File: config.mk
export PLATFORM = sky130hd
export DESIGN_NAME = pipeline_controller
export DESIGN_NICKNAME = d
export VERILOG_FILES = /design/src/rtl/pipeline_controller.sv
export SDC_FILE = /design/constraint.sdc
export NUM_CORES = 1
export LEC_CHECK = 0
export CORE_MARGIN = 2
export CORE_UTILIZATION = 41
export DETAILED_ROUTE_END_ITERATION = 8
export PLACE_DENSITY = 0.85
export SYNTH_ARGS = -nofsm -noshare
export SYNTH_HDL_FRONTEND = slang
export SYNTH_SLANG_ARGS = --single-unit
File: constraint.sdc
create_clock -name clk -period 1.8 [get_ports clk]
set_input_delay 0.36 -clock clk [delete_from_list [all_inputs] [get_ports clk]]
set_output_delay 0.36 -clock clk [all_outputs]
set_load 0.02 [all_outputs]
File: src/rtl/pipeline_controller.sv
// Pipeline hazard/flush/stall controller with a small memory-access FSM.
// Detects RAW hazards (with or without forwarding), turns taken branches into
// flushes, freezes the whole pipeline while an external memory access is in
// flight, and keeps a saturating count of hazard stall cycles.
module pipeline_controller #(
  parameter int TIMEOUT    = 15,
  parameter bit FORWARD_EN = 1'b0
) (
  input  logic        clk,
  input  logic        rst,
  input  logic [3:0]  src1,
  input  logic [3:0]  src2,
  input  logic        Two_src,
  input  logic [3:0]  EXE_Dest,
  input  logic        EXE_WB_EN,
  input  logic        EXE_MEM_R_EN,
  input  logic [3:0]  MEM_Dest,
  input  logic        MEM_WB_EN,
  input  logic        Branch_taken,
  input  logic        mem_req_r,
  input  logic        mem_req_w,
  input  logic        mem_ready,
  output logic        hazard,
  output logic        flush,
  output logic        stall_all,
  output logic        sram_start,
  output logic        timeout_err,
  output logic [15:0] hazard_cycles
);

  typedef enum logic [1:0] {
    IDLE,
    ACCESS,
    DONE
  } state_t;

  // Last wait-counter value allowed in ACCESS before the access is forced to end.
  localparam logic [3:0] LAST_CNT = 4'(TIMEOUT - 1);

  state_t     state;
  state_t     state_next;
  logic [3:0] wait_cnt;
  logic       mem_req;
  logic       timed_out;
  logic       raw_hazard;

  assign mem_req = mem_req_r | mem_req_w;

  // The access gives up only when the last allowed cycle passes without mem_ready;
  // a ready strobe on that same cycle still counts as a normal completion.
  assign timed_out = (state == ACCESS) && (wait_cnt == LAST_CNT) && !mem_ready;

  // Memory FSM state register; reset drops straight back to IDLE, aborting any access.
  always_ff @(posedge clk or posedge rst) begin
    if (rst) begin
      state <= IDLE;
    end else begin
      state <= state_next;
    end
  end

  // Next-state logic: IDLE waits for a request, ACCESS waits for ready or timeout,
  // DONE is a single cycle in which new requests are deliberately ignored.
  always_comb begin
    state_next = state;
    case (state)
      IDLE:    if (mem_req) state_next = ACCESS;
      ACCESS:  if (mem_ready || (wait_cnt == LAST_CNT)) state_next = DONE;
      DONE:    state_next = IDLE;
      default: state_next = IDLE;
    endcase
  end

  // Wait counter runs only inside ACCESS and sits at zero otherwise, so every
  // access starts counting from zero on its first cycle.
  always_ff @(posedge clk or posedge rst) begin
    if (rst) begin
      wait_cnt <= 4'd0;
    end else if (state == ACCESS) begin
      wait_cnt <= wait_cnt + 4'd1;
    end else begin
      wait_cnt <= 4'd0;
    end
  end

  // Start pulse is registered so it lines up with the first ACCESS cycle.
  always_ff @(posedge clk or posedge rst) begin
    if (rst) begin
      sram_start <= 1'b0;
    end else begin
      sram_start <= (state == IDLE) && mem_req;
    end
  end

  // Timeout flag is sticky until the next reset.
  always_ff @(posedge clk or posedge rst) begin
    if (rst) begin
      timeout_err <= 1'b0;
    end else if (timed_out) begin
      timeout_err <= 1'b1;
    end
  end

  // Freeze everything while a request is about to start or an access is running.
  always_comb begin
    stall_all = ((state == IDLE) && mem_req) || (state == ACCESS);
  end

  // RAW hazard: with forwarding only a load in EXE can't be bypassed;
  // without it any pending writer in EXE or MEM must stall the consumer.
  always_comb begin
    raw_hazard = 1'b0;
    if (FORWARD_EN) begin
      raw_hazard = EXE_MEM_R_EN &&
                   ((src1 == EXE_Dest) || (Two_src && (src2 == EXE_Dest)));
    end else begin
      raw_hazard = ((src1 == EXE_Dest) && EXE_WB_EN) ||
                   ((src1 == MEM_Dest) && MEM_WB_EN) ||
                   (Two_src && (((src2 == EXE_Dest) && EXE_WB_EN) ||
                                ((src2 == MEM_Dest) && MEM_WB_EN)));
    end
  end

  // A global stall masks both flush and hazard; a branch outranks a hazard
  // because the stalled instruction is about to be squashed anyway.
  always_comb begin
    flush  = Branch_taken && !stall_all;
    hazard = raw_hazard && !flush && !stall_all;
  end

  // Saturating hazard-cycle counter for performance monitoring.
  always_ff @(posedge clk or posedge rst) begin
    if (rst) begin
      hazard_cycles <= 16'd0;
    end else if (hazard && (hazard_cycles != 16'hFFFF)) begin
      hazard_cycles <= hazard_cycles + 16'd1;
    end
  end

endmodule

==> results of run 1 <==
worst max-delay path by stage:
stage / startpoint / end / slack (ns) / cells after the start
6_report: src1[2] / hazard / -0.06 / 6
5_1_grt: src1[2] / hazard / -0.10 / 6
4_1_cts: EXE_Dest[0] / hazard / -0.01 / 6
3_5_place_dp: MEM_Dest[2] / hazard / -0.84 / 7
3_3_place_gp: src2[1] / hazard / -0.65 / 6
2_1_floorplan: hazard_cycles[0] / hazard_cycles[1] / 0.0001 / 8
critical path, stage by stage:
cell and delay (ns):
dlygate4sd2_1 0.26, xor2_1 0.19, nor3_2 0.24, a31oi_2 0.16, a21oi_2 0.15, buf_4 0.15
state kept, by name (all words and copies together), names as in the netlist:
signal and flops:
hazard_cycles 16, sram_start 1, state 2, timeout_err 1, wait_cnt 4
layout make-up:
cell class / count / area [sq um]
multi-input combinational: 107 / 890
fill: 254 / 1100
timing repair buffer: 65 / 577
clock inverter: 1 / 30.0
inverter: 2 / 7.51
tap: 46 / 57.6
clock buffer: 3 / 22.5
sequential: 24 / 603
layer usage:
metal,global-route usage,up-vias
met5,0,-
met4,0.0578,0
li1,-,599
met3,0.0497,6
met2,0.336,48
met1,0.258,631
where the power goes:
group,switching [mW],total [mW],internal (mW)
clock network,0.160,0.385,0.225
registers,0.0560,0.670,0.614
logic,0.290,0.550,0.260
total,0.506,1.61,1.10
metrics by stage:
stage,instances,TNS (ns),utilization,instance area [sq um],hold slack (ns)
after CTS,246,-0.0149,0.646,2120,0.375
final,248,-0.0567,0.666,2190,0.373
after detailed placement,241,-9.31,0.611,2010,0.459
after global routing,248,-0.138,0.666,2190,0.385
after global placement,241,-5.64,0.611,2010,0.442
after floorplan,135,0,-,1390,0.374
cells by family after synthesis:
kind of cell / synth area share
and+or+nand+nor: 0.271
muxes: 0.0163
AOI/OAI and AO/OA: 0.0443
xor gates and xnor gates: 0.190
buffers and inverters: 0.0172
DFF: 0.434
adders and majority gates: 0.0271
placed cells by master (no fill, tap or decap), drive strengths merged, types with 7 or more instances in the layout:
cell / instances
buf: 26
dfrtp: 24
xor2: 13
nand3: 10
clkdlybuf4s50: 11
dlygate4sd2: 15
dlymetal6s2s: 8
nand2: 7
xnor2: 17
and3: 8
nor2: 16
repair_timing:
| action | 4_1_cts | 5_1_grt |
|---|---|---|
| endpoints found under the setup margin | 21 | 19 |
| buffers inserted | 1 | 2 |
| pin swaps | 21 | 5 |
| resized for setup | 64 | 17 |
==> run summary, run 1 <==
Final hold violation count: 0
Largest net degree at the start of global routing: 25
Synthesized cell area: 1380 sq um
WL met2: 2.01 mm
Hold_buf cts: 0
Root buf cell: clkbuf_4
Seq cells post-synth: 24
GR Overflow Total: 0
Synth area leader: dfrtp_1
Dpl hpwl: 2.66 mm
Period minus WS final: 1.86 ns
RSZ-0062 raised after global routing: true
FFs w/ async S/R, synth: 1.00
Most frequent cell after synthesis: dfrtp_1
PnR Total Power: 1.61 mW
Leak: 1.14 nW
Place WS: -0.842 ns
Gate count of the mapped netlist: 135
Initial antenna violation count: 0
Largest cells by area after synthesis: dfrtp_1, xnor2_1, xor2_1
Synth warnings: 0
Pwr/cell area: 734 nW/um^2
Vias in the first global route: 1,216
Worst EP arrival: 1.50 ns
Final setup viols: 1
Fin nets: 232
Post-Syn Nets: 164
Critical path capture point type: primary output
Top Metal Used: met4
Post-synth top area share: 0.434
First-pass GRT wire length: 5.60 mm
Violated checks: negative setup slack
Hold WC Path Type: in -> async
Startpoint types: input port
Post-DRT Antenna Nets: 0
WL final: 3.74 mm
Initial drt markers: 101
PortBufs: 45
Final Skew: 0.000995 ns
CTS Sinks: 24
R2R depth: 7
Worst Tran Pin Value: 0.313 ns
WS Path Type: in -> out
Maximum vdd drop: 0.000516 V
CTS Buf Count: 3
Clock buffer depth: 2
Antenna diode count: 0
Status: complete, but fails checks
Core Box Area: 3280 sq um
Cell row count: 21
Clock-pin slew on the worst setup and hold paths: 0.13 ns
Setup WS post-layout: -0.0567 ns
Crit path max fanout: 2
Area Growth Syn to Fin: 58.0%
Tot GR Track Use: 0.201
Register area share after synthesis: 0.434
Slew Viols, Final: 0
Number of flops mapped to enable cells by yosys: 0
Max Clk Rate: 539 MHz
Initial Util: 0.421
CTS tree: built
Met3 routed WL: 183 microns
H-tree depth: 1
Clk Latency, worst-skew pair: 0.31 ns
Relative slew slack: 0.791
Ys flop type: dfrtp_1
DIE AREA: 3860 sq um
1st-pass router iterations: 4
I/O Pins: 47
DR WL/cell: 15.1 microns
Die W: 62.1 microns
Vias: 1,284
Max-cap violations: 0
R2R Path End: hazard_cycles[1]
Fin crit share: 1.03
R2r setup slk: 0.05 ns
Die H: 62.1 microns
DRC: 0
Synth cell count leaders: dfrtp_1, xnor2_1, nor2_1, xor2_1, nand3_1
Vias per cell: 5.18
Post-synth cell types: 31
DRT met1 WL: 1.48 mm
Layout cell share with drive strength beyond 1: 0.302
Worst r2r src: hazard_cycles[1]
Average cell area after synthesis: 10.3 sq um
Final GP Congestion: 0.925
Critical Path RT: 1.44 ns
No activity file was read; power rests on OpenSTA's default activity.
==> run 2, diff against run 1 <==
- PLACE_DENSITY: 0.85 -> 0.76
==> run summary, run 2 (synthesis results as in run 1) <==
Most frequent cells in the layout: dfrtp_1, buf_4, xnor2_1, dlygate4sd2_1, clkdlybuf4s50_1
Die W: 62.1 microns (unchanged)
Largest regs: hazard_cycles (16), wait_cnt (4), state (2)
Setup_tns: -0.0101 ns (+0.0466 ns)
First-pass GRT wire length: 5.33 mm (-4.8%)
Non-filler instance count after layout: 249 (+0.40%)
Worst Tran Pin Value: 0.303 ns (-0.00943 ns)
Max Clk Rate: 552 MHz (+2.6%)
Internal power: 1.10 mW (about the same)
Hold_buf cts: 0 (unchanged)
Leak: 1.06 nW (-6.8%)
Critical Path End: hazard
Slew Viols, Final: 0 (unchanged)
GRT busiest layer: met2
Maximum vdd drop: 0.000286 V (-45%)
Vias: 1,219 (-5.1%)
Critical path's slowest cell: dlygate4sd2_1
Pwr/cell area: 760 nW/um^2 (+3.5%)
Cell row count: 21 (unchanged)
Met1 Use GR: 0.239 (-0.0191)
Initial antenna violation count: 0 (unchanged)
CTS Sinks: 24 (unchanged)
Seq pwr share: 0.418 (about the same)
GR Overflow Total: 0 (unchanged)
Worst r2r src: hazard_cycles[0]
CTS Buf Count: 3 (unchanged)
Crit path max fanout: 2 (unchanged)
Final Skew: 0.00135 ns (+0.000358 ns)
Place WS: -0.733 ns (+0.108 ns)
RSZ-0062 raised after global routing: true
Switching Fraction: 0.314 (-0.00151)
Violated checks: negative setup slack
DRC: 0 (unchanged)
Die H: 62.1 microns (unchanged)
Clock-pin slew on the worst setup and hold paths: 0.13 ns (about the same)
Hold WC Path Type: in -> async
Status: complete, but fails checks
CTS tree: built
Clock share of power: 0.247 (+0.007)
Final setup viols: 1 (unchanged)
R2R depth: 7 (unchanged)
Max-cap violations: 0 (unchanged)
Final GP Congestion: 0.852 (-7.9%)
H-tree depth: 1 (unchanged)
DR WL/cell: 13.6 microns (-9.9%)
R2R Path End: hazard_cycles[5]
R2r setup slk: 0.13 ns (+0.08 ns)
Cell Chain, Critical Path: dlygate4sd2_1 > xor2_1 > nor4_2 > a31oi_1 > a21oi_2 > buf_4
Core Box Area: 3280 sq um (unchanged)
Initial Util: 0.421 (unchanged)
Relative slew slack: 0.798 (+0.00699)
Post-DRT Antenna Nets: 0 (unchanged)
Vias per cell: 4.90 (-5.4%)
WS Path Type: in -> out
Root buf cell: clkbuf_4
PnR Total Power: 1.60 mW (-0.31%)
Fin nets: 233 (+0.43%)
Final hold violation count: 0 (unchanged)
Met3 Use GR: 0.0311 (-0.0186)
Period minus WS final: 1.81 ns (-0.0466 ns)
Area Growth Syn to Fin: 52.2%
1st-pass router iterations: 4 (unchanged)
Largest net degree at the start of global routing: 25 (unchanged)
Placed instance count: 242 (+0.41%)
Largest stage delay, worst path: 0.26 ns (about the same)
Critical Path RT: 1.44 ns (about the same)
Initial drt markers: 66 (-35%)
CP startpoint: EXE_Dest[3]
Clk Latency, worst-skew pair: 0.32 ns (about the same)
Utilization after layout: 0.641 (-0.0248)
Startpoint types: input port
Tot GR Track Use: 0.187 (-0.0139)
PortBufs: 45 (unchanged)
WL final: 3.38 mm (-9.5%)
Layout cell share with drive strength beyond 1: 0.256 (-0.0458)
Vias in the first global route: 1,205 (-0.90%)
Dpl hpwl: 2.61 mm (-1.9%)
Clock buffer depth: 2 (unchanged)
Setup WS post-layout: -0.0101 ns (+0.0466 ns)
Top reg by flops: hazard_cycles
Met2 GRT Util: 0.314 (-0.0223)
Largest register FFs: 16 (unchanged)
Worst EP arrival: 1.45 ns (-0.05 ns)
Comb pwr share: 0.335 (-0.008)
Critical path capture point type: primary output
Switching pwr: 0.502 mW (-0.79%)
Antenna diode count: 0 (unchanged)
DIE AREA: 3860 sq um (unchanged)
I/O Pins: 47 (unchanged)
Fin crit share: 1.01 (-0.0259)
==> run 2: worst min-delay path by stage <==
stage	startpoint	endpoint	slack (ns)
global route	rst	sram_start	0.41
CTS	rst	sram_start	0.38
finish	rst	state[0]	0.37
detailed placement	timeout_err	timeout_err	0.45
global placement	timeout_err	timeout_err	0.44
floorplan	rst	hazard_cycles[10]	0.37
==> run 2: cell type report <==
class / count / area (sq um)
sequential: 24 / 603
tap: 46 / 57.6
multi-input combinational: 107 / 811
clock buffer: 3 / 22.5
inverter: 2 / 7.51
timing repair buffer: 66 / 574
fill: 259 / 1180
clock inverter: 1 / 30.0
==> run 2: per-stage QoR <==
| stage | hold WS, ns | area (sq um) |
|---|---|---|
| final | 0.368 | 2110 |
| after global routing | 0.406 | 2110 |
| after CTS | 0.379 | 2060 |
| after detailed placement | 0.453 | 2010 |
| after global placement | 0.441 | 2010 |
| after floorplan | 0.374 | 1390 |
==> run 2: repair_timing <==
item / 4_1_cts / 5_1_grt
setup endpoints to repair: 18 / 18
pin swaps: 11 / 4
setup buffers: 1 / 2
gates resized for setup: 46 / 16
==> run 2: critical path: cells and delay by family <==
family	cells	cell delay, ns
XOR/XNOR	1	0.18
AND/OR/NAND/NOR	1	0.23
AO/OA/AOI/OAI	2	0.27
buffers and inverters	2	0.41
==> run 2: power by group through the flow <==
stage	Combinational (mW)	Clock, mW	Sequential, mW
finish	0.535	0.396	0.669
global route	0.586	0.423	0.678
CTS	0.523	0.401	0.673
detailed placement	0.545	0	0.683
global placement	0.527	0	0.676
floorplan	0.215	0	0.719
==> run 2: per-layer routing <==
layer  part of all wire  vias up
met4              0.021        0
met5                  0        -
met3              0.025        6
met1               0.41      588
li1                   -      606
met2               0.54       19
==> run 3, diff against run 2 <==
- ABC_AREA: not set -> 1
- CORE_UTILIZATION: 41 -> 43
==> run summary, run 3 <==
Average cell area after synthesis: 6.92 sq um (-32%)
DR WL/cell: 11.6 microns (-15%)
Die W: 66.5 microns (+7.2%)
DRC: 0 (unchanged)
Synthesized cell area: 1680 sq um (+22%)
Post-Syn Nets: 272 (+66%)
Post-synth top area share: 0.357 (-0.0769)
Max-cap violations: 0 (unchanged)
Worst Path Buf+Inv: 3 (+1)
Final GP Congestion: 0.917 (+7.6%)
Critical path's slowest cell: dlygate4sd2_1
Cell Chain, Critical Path: dlygate4sd2_1 > buf_4 > xnor2_2 > nand3_1 > nand2_1 > nand2_2 > a21boi_2 > buf_6
Worst Tran Pin Value: 0.389 ns (+0.0856 ns)
Cell family with the largest share of critical-path delay: buffers and inverters
Vias per cell: 4.84 (-1.2%)
Post-DRT Antenna Nets: 0 (unchanged)
Status: finished clean
Hold WC Path Type: in -> async
GR Overflow Total: 0 (unchanged)
Commonest non-fill, non-tap cell in the layout: nand2_1
Cell row count: 22 (+4.8%)
Clock buffer depth: 2 (unchanged)
Synth area leader: dfrtp_1
Initial drt markers: 114 (+73%)
Final-layout fill cell count: 348 (+34%)
Ys flop type: dfrtp_1
Max Clk Rate: 571 MHz (+3.3%)
Slew Viols, Final: 0 (unchanged)
Final Skew: 0.00858 ns (+0.00722 ns)
Utilization after layout: 0.631 (-0.0102)
Critical path capture point type: primary output
Die H: 66.5 microns (+7.2%)
Synth warnings: 0 (unchanged)
R2r setup slk: 0.13 ns (about the same)
Place WS: -0.678 ns (+0.0558 ns)
Critical Path RT: 1.44 ns (about the same)
Largest stage delay, worst path: 0.25 ns (about the same)
Most frequent cells in the layout: nand2_1, inv_1, nor2_1
Tot GR Track Use: 0.203 (+0.0158)
Leak: 1.25 nW (+18%)
WS Path Type: in -> out
Top reg by flops: hazard_cycles
Initial Util: 0.453 (+0.0312)
Startpoint types: input port
Most frequent cell after synthesis: nand2_1
Clk Latency, worst-skew pair: 0.28 ns (-0.04 ns)
Period minus WS final: 1.75 ns (-0.0585 ns)
Gate count of the mapped netlist: 243 (+80%)
Fin nets: 336 (+44%)
Final hold violation count: 0 (unchanged)
Vias: 1,712 (+40%)
I/O Pins: 47 (unchanged)
Synth cell count leaders: nand2_1, inv_1, nor2_1
PortBufs: 45 (unchanged)
Hold_buf cts: 0 (unchanged)
Pwr/cell area: 760 nW/um^2 (about the same)
1st-pass router iterations: 4 (unchanged)
Maximum vdd drop: 0.000526 V (+84%)
Largest register FFs: 16 (unchanged)
R2R depth: 9 (+2)
Setup WS post-layout: 0.0484 ns (+0.0585 ns)
Final setup viols: 0 (-1)
Seq cells post-synth: 24 (unchanged)
Critical Path End: hazard
Largest regs: hazard_cycles (16), wait_cnt (4), state (2)
CTS Buf Count: 3 (unchanged)
Vias in the first global route: 1,656 (+37%)
DIE AREA: 4430 sq um (+15%)
H-tree depth: 1 (unchanged)
Area Growth Syn to Fin: 39.4%
WL final: 4.10 mm (+21%)
Register area share after synthesis: 0.357 (-0.0769)
Largest net degree at the start of global routing: 25 (unchanged)
Core Box Area: 3720 sq um (+13%)
Layout cell share with drive strength beyond 1: 0.157 (-0.0993)
Antenna diode count: 0 (unchanged)
Dpl hpwl: 3.15 mm (+20%)
Worst EP arrival: 1.39 ns (-0.06 ns)
Post-synth cell types: 24 (-23%)
FFs w/ async S/R, synth: 1.00 (unchanged)
Worst r2r src: hazard_cycles[1]
Crit path depth: 8 (+2)
R2R Path End: hazard_cycles[14]
Setup_tns: 0 ns (+0.0101 ns)
Crit path max fanout: 2 (unchanged)
Clock-pin slew on the worst setup and hold paths: 0.09 ns (-0.04 ns)
First-pass GRT wire length: 7.03 mm (+32%)
Relative slew slack: 0.739 (-0.0591)
Fin crit share: 0.973 (-0.0325)
CTS tree: built
Largest cells by area after synthesis: dfrtp_1, nand2_1, inv_1
CTS Sinks: 24 (unchanged)
CP startpoint: EXE_Dest[2]
RSZ-0062 raised after global routing: true
Number of flops mapped to enable cells by yosys: 0 (unchanged)
Root buf cell: clkbuf_8
Initial antenna violation count: 0 (unchanged)
## run 3: per-stage QoR
step	hold slack (ns)	total power, mW	instance area, sq um	cells
after floorplan	0.375	1.04	1680	243
after global routing	0.479	1.88	2340	354
final	0.417	1.78	2340	354
after CTS	0.435	1.80	2340	354
after global placement	0.461	1.40	2290	348
after detailed placement	0.463	1.42	2290	348
## run 3: worst min-delay path, stage by stage
cell and delay (ns):
clkdlybuf4s50_1 0.39, inv_1 0.05, buf_4 0.29
## run 3: how the worst min path moves through the flow
stage / slack [ns] / cells after the start / startpoint / endpoint
finish: 0.42 / 3 / rst / hazard_cycles[1]
global route: 0.48 / 3 / rst / hazard_cycles[9]
CTS: 0.43 / 3 / rst / hazard_cycles[9]
detailed placement: 0.46 / 1 / timeout_err / timeout_err
global placement: 0.46 / 1 / timeout_err / timeout_err
floorplan: 0.37 / 1 / rst / hazard_cycles[0]
## run 3: area by class of cell
| class | instances | area, sq um | area share |
|---|---|---|---|
| multi-input combinational | 178 | 941 | 0.401 |
| tap | 48 | 60.1 | 0.0256 |
| clock buffer | 4 | 55.1 | 0.0235 |
| timing repair buffer | 63 | 547 | 0.233 |
| sequential | 24 | 601 | 0.256 |
| inverter | 37 | 141 | 0.0603 |
## run 3: kinds of logic (layout without fill, tap and decap cells)
kind of cell / Yosys count / in the layout / synth area share
AND/OR/NAND/NOR: 149 / 149 / 0.400
XOR/XNOR: 18 / 18 / 0.0937
adder cells (fa/ha/maj): 3 / 3 / 0.0223
flip-flops: 24 / 24 / 0.357
buffers and inverters: 41 / 104 / 0.0982
AO/OA/AOI/OAI: 8 / 8 / 0.0290
## run 3: report_power, final
part           total [mW]  switching (mW)  internal [mW]
registers           0.671          0.0547          0.617
logic               0.730           0.396          0.334
clock network       0.380           0.184          0.196
## run 3: layer usage
layer / vias up / GRT usage / wire length [microns]
met4: 0 / 0.0408 / 21
met5: - / 0 / 0
met3: 4 / 0.0439 / 172
li1: 889 / - / -
met2: 32 / 0.355 / 2070
met1: 787 / 0.257 / 1840
## run 3: timing repair
action,in CTS,in global routing
endpoints found under the hold margin,0,0
buffers inserted,2,0
resized for setup,38,20
pin swaps,10,7
endpoints found under the setup margin,3,14
